## config.mk

```make
export PLATFORM = sky130hd
export DESIGN_NAME = bit_morph_filter
export DESIGN_NICKNAME = d
export VERILOG_FILES = /design/src/rtl/bit_morph_filter.sv
export SDC_FILE = /design/constraint.sdc
export NUM_CORES = 2
export LEC_CHECK = 0
export CORE_AREA = 2 2 404 406
export CTS_BUF_LIST = sky130_fd_sc_hd__clkbuf_8
export DETAILED_ROUTE_END_ITERATION = 8
export DIE_AREA = 0 0 406 408
export PLACE_DENSITY = 0.49
export SYNTH_ARGS = -nofsm -noshare
export SYNTH_HDL_FRONTEND = slang
export SYNTH_SLANG_ARGS = --single-unit
```

## constraint.sdc

```tcl
create_clock -name clk -period 13.25 [get_ports clk]
set_clock_uncertainty 0.2 [all_clocks]
set_input_delay 1.325 -clock clk [delete_from_list [all_inputs] [get_ports clk]]
set_output_delay 1.325 -clock clk [all_outputs]
set_load 0.005 [all_outputs]
```

## src/rtl/bit_morph_filter.sv

```systemverilog
// -----------------------------------------------------------------------------
// bit_morph_filter
//
// Streaming binary morphology on a 1-bit image. A KSIZE x KSIZE window is
// assembled internally from KSIZE-1 line buffers and the current pixel; the
// per-frame operation is bypass, erosion, dilation or morphological gradient
// with a square or cross structuring element.
//
// The window is anchored at the incoming pixel (rows row-(KSIZE-1)..row,
// columns col-(KSIZE-1)..col), so the filtered image is the centred result
// shifted down/right by R = (KSIZE-1)/2. Bypass applies no shift.
//
// Ports:
//   clk               pixel clock
//   rst_n             asynchronous active-low reset
//   per_frame_vsync   input frame valid
//   per_frame_href    input line valid, one pixel per clk while high
//   per_img_Bit       input pixel (1 = object)
//   cfg_mode          00 bypass, 01 erode, 10 dilate, 11 gradient
//   cfg_cross         0 square element, 1 cross element
//   post_frame_vsync  per_frame_vsync delayed 3 clk
//   post_frame_href   per_frame_href delayed 3 clk
//   post_img_Bit      processed pixel, 0 whenever post_frame_href is 0
// -----------------------------------------------------------------------------
module bit_morph_filter #(
    parameter logic [10:0] IMG_HDISP = 11'd640,
    parameter logic [10:0] IMG_VDISP = 11'd480,
    parameter int          KSIZE     = 3      // 3 or 5
) (
    input  logic       clk,
    input  logic       rst_n,
    input  logic       per_frame_vsync,
    input  logic       per_frame_href,
    input  logic       per_img_Bit,
    input  logic [1:0] cfg_mode,
    input  logic       cfg_cross,
    output logic       post_frame_vsync,
    output logic       post_frame_href,
    output logic       post_img_Bit
);
    localparam int R   = (KSIZE - 1) / 2;
    localparam int NLB = KSIZE - 1;
    localparam int AW  = (int'(IMG_HDISP) > 1) ? $clog2(int'(IMG_HDISP)) : 1;

    // ---------------- framing, counters, config latch ----------------
    logic        vsync_prev, href_prev;
    logic        vs_rise, href_fall;
    logic [10:0] col, col_next, row, row_eff;
    logic [1:0]  mode_latch, mode_eff;
    logic        cross_latch, cross_eff;
    logic [2:0]  vsync_dly, href_dly;

    assign vs_rise   = per_frame_vsync & ~vsync_prev;
    assign href_fall = href_prev & ~per_frame_href;

    // A pixel arriving in the same clk as the vsync edge already belongs to
    // the new frame, so it sees row 0 and the freshly sampled config.
    assign row_eff   = vs_rise ? 11'd0 : row;
    assign mode_eff  = vs_rise ? cfg_mode : mode_latch;
    assign cross_eff = vs_rise ? cfg_cross : cross_latch;

    always_comb begin
        col_next = 11'd0;
        if (per_frame_href)
            col_next = (col == IMG_HDISP) ? col : col + 11'd1;
    end

    always_ff @(posedge clk or negedge rst_n) begin
        if (!rst_n) begin
            vsync_prev  <= 1'b0;
            href_prev   <= 1'b0;
            col         <= 11'd0;
            row         <= 11'd0;
            mode_latch  <= 2'b00;
            cross_latch <= 1'b0;
            vsync_dly   <= 3'b000;
            href_dly    <= 3'b000;
        end else begin
            vsync_prev <= per_frame_vsync;
            href_prev  <= per_frame_href;
            col        <= col_next;
            if (vs_rise) begin
                row         <= 11'd0;
                mode_latch  <= cfg_mode;
                cross_latch <= cfg_cross;
            end else if (href_fall && row != IMG_VDISP - 11'd1) begin
                row <= row + 11'd1;
            end
            vsync_dly <= {vsync_dly[1:0], per_frame_vsync};
            href_dly  <= {href_dly[1:0], per_frame_href};
        end
    end

    // ---------------- line buffers ----------------
    // The read is registered, so the address is the column the *next* pixel
    // will occupy; its data is then ready in the same clk as that pixel.
    logic [AW-1:0]    rd_addr, wr_addr;
    logic             wr_en;
    logic [NLB-1:0]   lb_rd;
    logic [KSIZE-1:0] tap;   // tap[k] = pixel from row-k at the current column

    assign rd_addr = (col_next < IMG_HDISP) ? col_next[AW-1:0] : '0;
    assign wr_addr = col[AW-1:0];
    assign wr_en   = per_frame_href && (col < IMG_HDISP);
    assign tap[0]  = per_img_Bit;

    genvar gi;
    generate
        for (gi = 0; gi < NLB; gi++) begin : g_lb
            logic mem [0:int'(IMG_HDISP)-1];
            logic rd_q;
            // Buffer gi takes the tap one row newer, forming a row cascade.
            always_ff @(posedge clk) begin
                if (wr_en)
                    mem[wr_addr] <= tap[gi];
                rd_q <= mem[rd_addr];
            end
            assign lb_rd[gi]  = rd_q;
            assign tap[gi+1]  = rd_q;
        end
    endgenerate

    // ---------------- S0: window shift ----------------
    // win_reg[r][c] = pixel at (row-r, col-c) of the pixel held in S0.
    logic [KSIZE-1:0] win_reg [0:KSIZE-1];
    logic [10:0]      row_s0, col_s0;
    logic             inr_s0, cross_s0;
    logic [1:0]       mode_s0;

    always_ff @(posedge clk or negedge rst_n) begin
        if (!rst_n) begin
            for (int r = 0; r < KSIZE; r++)
                win_reg[r] <= '0;
            row_s0   <= 11'd0;
            col_s0   <= 11'd0;
            inr_s0   <= 1'b0;
            cross_s0 <= 1'b0;
            mode_s0  <= 2'b00;
        end else begin
            if (per_frame_href) begin
                for (int r = 0; r < KSIZE; r++)
                    win_reg[r] <= {win_reg[r][KSIZE-2:0], tap[r]};
            end
            row_s0   <= row_eff;
            col_s0   <= col;
            inr_s0   <= (col < IMG_HDISP);
            cross_s0 <= cross_eff;
            mode_s0  <= mode_eff;
        end
    end

    // ---------------- S1: per-row reductions ----------------
    // Taps above/left of the frame or outside the cross contribute the
    // identity value, which is the same as leaving them out of the reduction.
    logic [KSIZE-1:0] and_row, or_row;

    always_comb begin
        and_row = '1;
        or_row  = '0;
        for (int r = 0; r < KSIZE; r++) begin
            for (int c = 0; c < KSIZE; c++) begin
                if ((row_s0 >= 11'(r)) && (col_s0 >= 11'(c)) &&
                    (!cross_s0 || r == R || c == R)) begin
                    and_row[r] = and_row[r] & win_reg[r][c];
                    or_row[r]  = or_row[r] | win_reg[r][c];
                end
            end
        end
    end

    logic [KSIZE-1:0] and_s1, or_s1;
    logic             pix_s1, inr_s1;
    logic [1:0]       mode_s1;
    logic             ero, dil, res;

    // ---------------- S2: column reduction and mode select ----------------
    assign ero = &and_s1;
    assign dil = |or_s1;

    always_comb begin
        case (mode_s1)
            2'b00:   res = pix_s1;
            2'b01:   res = ero;
            2'b10:   res = dil;
            default: res = dil & ~ero;
        endcase
    end

    always_ff @(posedge clk or negedge rst_n) begin
        if (!rst_n) begin
            and_s1       <= '0;
            or_s1        <= '0;
            pix_s1       <= 1'b0;
            inr_s1       <= 1'b0;
            mode_s1      <= 2'b00;
            post_img_Bit <= 1'b0;
        end else begin
            and_s1       <= and_row;
            or_s1        <= or_row;
            pix_s1       <= win_reg[0][0];
            inr_s1       <= inr_s0;
            mode_s1      <= mode_s0;
            post_img_Bit <= href_dly[1] & inr_s1 & res;
        end
    end

    assign post_frame_vsync = vsync_dly[2];
    assign post_frame_href  = href_dly[2];

endmodule
```

Yosys cells after proc, flatten, opt, wreduce, memory -nomap -nowiden
Memory sizes are Yosys's and may differ from the RTL's. A register that Yosys moved wholly into a read port is not among the register bits. Index checks and enable logic that the tools add are counted.

Add/subtract/negate cells: 2. Order comparisons: 8. Equal/unequal tests: 4. Multiplexer cells: 27. Bitwise gates (word level): 20. Reduce and logical (&&, ||, !) cells: 20.

Operator list (number): $mux W11 (5); $ge A11 B1 Y1 const B (4); $add A11 B1 Y11 const B (2); $ge A11 B2 Y1 const B (2); $lt A11 B10 Y1 const B (2); $mux W1 (20); $logic_and A1 B1 Y1 (15); $and A1 B1 Y1 (11); $eq A11 B10 Y1 const B (1); $ne A11 B9 Y1 const B (1); $mux W10 (1); $or A1 B1 Y1 (6); $not A1 Y1 (3); $pmux W1 S3 (1); $reduce_and A3 Y1 (1); $reduce_or A3 Y1 (1); $eq A2 B1 Y1 const B (1); $eq A2 B2 Y1 const B (1); $logic_not A2 Y1 (1); $reduce_bool A2 Y1 (1); $logic_not A1 Y1 (1).

Register bits: 76. Memory bits (writable): 1280. Input port bits: 8. Output and inout port bits: 3. Logic and storage cells: 103. Memories: 2.

Memories: g_lb[0].mem (words 640, bits a word 1, read ports 1, clocked after Yosys merged registers in 1, write ports 1, line 110) `logic mem [0:int'(IMG_HDISP)-1];`; g_lb[1].mem (words 640, bits a word 1, read ports 1, clocked after Yosys merged registers in 1, write ports 1, line 110).

Logic depth before layout (Yosys ltp)
Depth after elaboration: 8. Gate-level depth with buffers: 20. Depth with buffers taken out: 15.

Least setup slack after synthesis
OpenSTA, ideal clock, no wires.

Path type: register -> register. Start: reg g_lb[0].rd_q, read port of g_lb[0].mem. End: mem g_lb[1].mem[0], data pin. Library setup time: 1835 ps. Arrival: 8069 ps. Data required time: 11215 ps. Path slack: 3147 ps. Cell stages (with the launch flop): 1. Path buffers: 0. Clock period less this slack: 10103 ps. Cell sequence: dfxtp_1.

RTL lines: from (decl) (line 111) `logic rd_q;`; to (decl) (line 110).

No word-level cell before the write port.

Worst setup path in the final report
Start: reg col[0]. End: reg g_lb[1].rd_q, read port of g_lb[1].mem.

Cells in the longest elaborated chain, start to end: 5. Elaborated cells between the ends (all ways): 6. Classes of those cells: add/sub: 1; order compare: 1; eq/ne: 1; mux: 3.

RTL lines: from (decl) (line 48) `logic [10:0] col, col_next, row, row_eff;`; from (signal assigned) (line 81) `col <= col_next;`; $add A11 B1 Y11 or $eq A11 B10 Y1 (tied branches) (line 65) `col_next = (col == IMG_HDISP) ? col : col + 11'd1;`; $mux W11 (*) (line 65); $mux W11 (*) (line 64) `if (per_frame_href)`; $lt A11 B10 Y1 (line 102) `assign rd_addr = (col_next < IMG_HDISP) ? col_next[AW-1:0] : '0;`; $mux W10 (*) (line 102); to (decl) (line 111).

Every way passes the cells marked *; elsewhere a longest branch is shown, timed or not. A chain may end at the register's enable or synchronous reset.

==> impl_results.md <==
- Total GRT Usage: between 20% and 30%
- Asr flop ratio synth: 5.46%
- Synth unique cells: 90
- Initial core utilization: approximately a third
- DIE AREA: about 170000 µm²
- Combinational power share: between 7 and 8%
- Commonest cells after routing, fill and taps aside: 1280 x edfxtp_1, 706 x nor2_1, 660 x nand2_1
- Clock Tree Buf Depth: 3
- Ys flop type: edfxtp_1
- Global-route wire length before repair: ~270 mm
- GR Overflow Total: 0
- Placed inst area: approximately 58000 µm²
- GR Util met1: approximately a third
- # Max-Cap Violations: 0
- Die height: 408 µm
- CP endpoint kind: flip-flop
- NetSw: roughly 0.0023 W
- GP Congestion: around 0.82
- Layout cell share with drive strength beyond 1: roughly 10%
- IO buf count: 10
- RSZ-0062 raised after global routing: false
- Lkg Pwr: 20.1 nW
- Area of the mapped netlist: around 56000 µm²
- Post-synthesis sequential area ratio: a little under three quarters
- Endpoints failing hold: 0
- 1st-iter DRT viols: between 4000 and 5000
- CTS root buf: clkbuf_8
- Pins Over Slew Limit: 0
- Sink Count: roughly 1400
- Hold crit path type: reg2reg
- Clock network fraction of total power: around two fifths
- Max reg flops: about 1300
- Post-DP HPWL: just over 100 mm
- CTS tree: done
- Largest net degree at the start of global routing: between 200 and 250
- Initial antenna violation count: 8
- Post-CTS sizing: 0
- Tmin final: between 7000 and 8000 ps
- Mapped Nets: approximately 4500
- CTS Hold Bufs: 0
- Row cnt: between 100 and 150
- Antenna Nets Post-Route: 0
- Met3 GRT Util: under 10%
- Post-CTS setup buffers: 0
- H-tree levels: 4
- Area of the core: between 150000 and 200000 µm²
- Pint: 0.00671 W
- IO Count: 11
- Via density: 5.65
- CP arrival: 7830 ps
- Fmax achieved: approximately 140 MHz
- Crit Path Class: reg2reg
- Area growth syn-to-layout: 11.4%
- Status: complete, no violations
- TritonRoute pass-1 iters: 6
- Fraction of power consumed by sequential logic: 53.8%
- Switching Share: 25.5%
- VDD IR max: 0.0804 mV
- Leading cell type in the layout, fill and taps excluded: edfxtp_1
- CP startpoint kind: flip-flop
- DRC violation count after routing: 0
- EDFF count, synth: ~1300
- GRT met2 Usage: 36.4%
- Routed via count: ~38000
- Setup TNS: 0 ps
- Slew @ Worst Pin: ~1300 ps
- Synth Instances: 4459
- Total CTS buffers: 228
- Clk_lat worst skew: between 900 and 1000 ps
- CP Max Fanout: roughly 150
- Pwr per Cell Area: about 140 nW/µm²
- Die width: approximately 410 µm
- Synth warn: 0
- Relative slew margins: around 9.3%
- Final setup vio count: 0
- Final worst-path cycle share: between 50% and 60%
- Largest reg by FF count: g_lb.mem
- Wire length per cell: roughly 28 µm
- Worst-path clk slew: around 60 ps
- Number of global-route vias before repair: approximately 38000
- Most used routing layer: met2
- Post-layout nets: 4444
- Final wirelength: about 190 mm
- Mean Syn Cell Area: 12.6 µm²
- Seq cells post-synth: roughly 1400
- Critical Path RT: between 10000 and 15000 ps
- Final Instance Area: about 63000 µm²
[path summary, 6_finish.rpt]
| path | startpoint | end | slack (ps) | cells after the start |
|---|---|---|---|---|
| max | col[0] | g_lb[1].rd_q | 6090 | 15 |
| min | inr_s0 | inr_s1 | 150 | 0 |
| max reg2reg | col[0] | g_lb[1].rd_q | 6090 | 15 |
| min reg2reg | inr_s0 | inr_s1 | 150 | 0 |
| max in group asynchronous | rst_n | row[3] | 11930 | 1 |
| min in group asynchronous | rst_n | win_reg[1] | 290 | 1 |
[metal layers]
metal	routed length [µm]	share of wire [%]
met1	82300	43
met2	88900	46
met3	15300	8.0
met4	6290	3.3
met5	34	0.018
[power groups by stage]
stage               combinational (W)  sequential (W)  clock [W]
finish                       0.000668         0.00484    0.00350
detailed placement           0.000665         0.00493          0
CTS                          0.000667         0.00484    0.00357
global route                 0.000717         0.00485    0.00374
floorplan                    0.000324         0.00505          0
global placement             0.000668         0.00493          0
[logic make-up after synthesis]
group | count (synthesis) | share of synthesized area [%]
AO/OA/AOI/OAI | 695 | 8.71
flip-flops | 1356 | 71.7
multiplexers | 72 | 1.31
XOR/XNOR | 16 | 0.249
adder cells (fa/ha/maj) | 5 | 0.111
AND/OR/NAND/NOR | 1919 | 14.7
buffers and inverters | 396 | 3.16
[cell usage after synthesis (10+ instances only)]
master	count	share of area, %
nand4_1	50	0.56
xor2_1	10	0.16
nor2_1	708	4.7
buf_4	17	0.23
a211oi_1	25	0.33
o221ai_1	217	3.4
inv_1	10	0.067
o22ai_1	35	0.39
nor4_1	23	0.26
buf_2	140	1.2
o211ai_1	21	0.28
nand2_1	691	4.6
dfrtp_1	74	3.3
or3_1	15	0.17
a22oi_1	20	0.27
mux2_2	11	0.22
nor2b_1	19	0.21
mux2i_1	61	1.1
buf_1	26	0.17
clkbuf_1	194	1.3
a21oi_1	175	1.6
o21ai_0	50	0.45
a31oi_1	77	0.86
nor3_1	31	0.28
edfxtp_1	1280	68
nand3_1	300	2.7
and3_1	27	0.30
[critical path, cell delays in order, from the launching register on]
cell	delay, ps
dfrtp_1	520
inv_1	160
ha_1	200
or3b_4	430
o31ai_1	400
nand2_4	370
inv_8	630
nand4_4	740
buf_12	530
buf_4	470
o221ai_1	300
a21oi_1	100
a311o_1	340
a31oi_1	800
a311oi_1	200
o311a_1	400
[final cells by class]
class,count,area [µm²]
fillers,15500,99000
flip-flops and latches,1356,40300
multi-input cells,2707,14200
clock buffers,239,3290
well taps,2175,2720
repair buffers,125,1050
clock inverters,185,911
inverters,13,58.8
diodes,3,7.51
[through the flow]
| stage | utilization, % | power, W | hold WS [ps] | instances | setup slack, ps |
|---|---|---|---|---|---|
| after floorplan | - | 0.00537 | 131 | 4459 | 3150 |
| after global placement | 36.1 | 0.00560 | 134 | 6376 | 5620 |
| after detailed placement | 36.1 | 0.00560 | 143 | 6376 | 5660 |
| after CTS | 38.7 | 0.00908 | 152 | 6800 | 6340 |
| after global routing | 38.7 | 0.00930 | 155 | 6801 | 5870 |
| final | 38.7 | 0.00901 | 147 | 6803 | 6090 |
No activity file was read; power rests on OpenSTA's default activity.
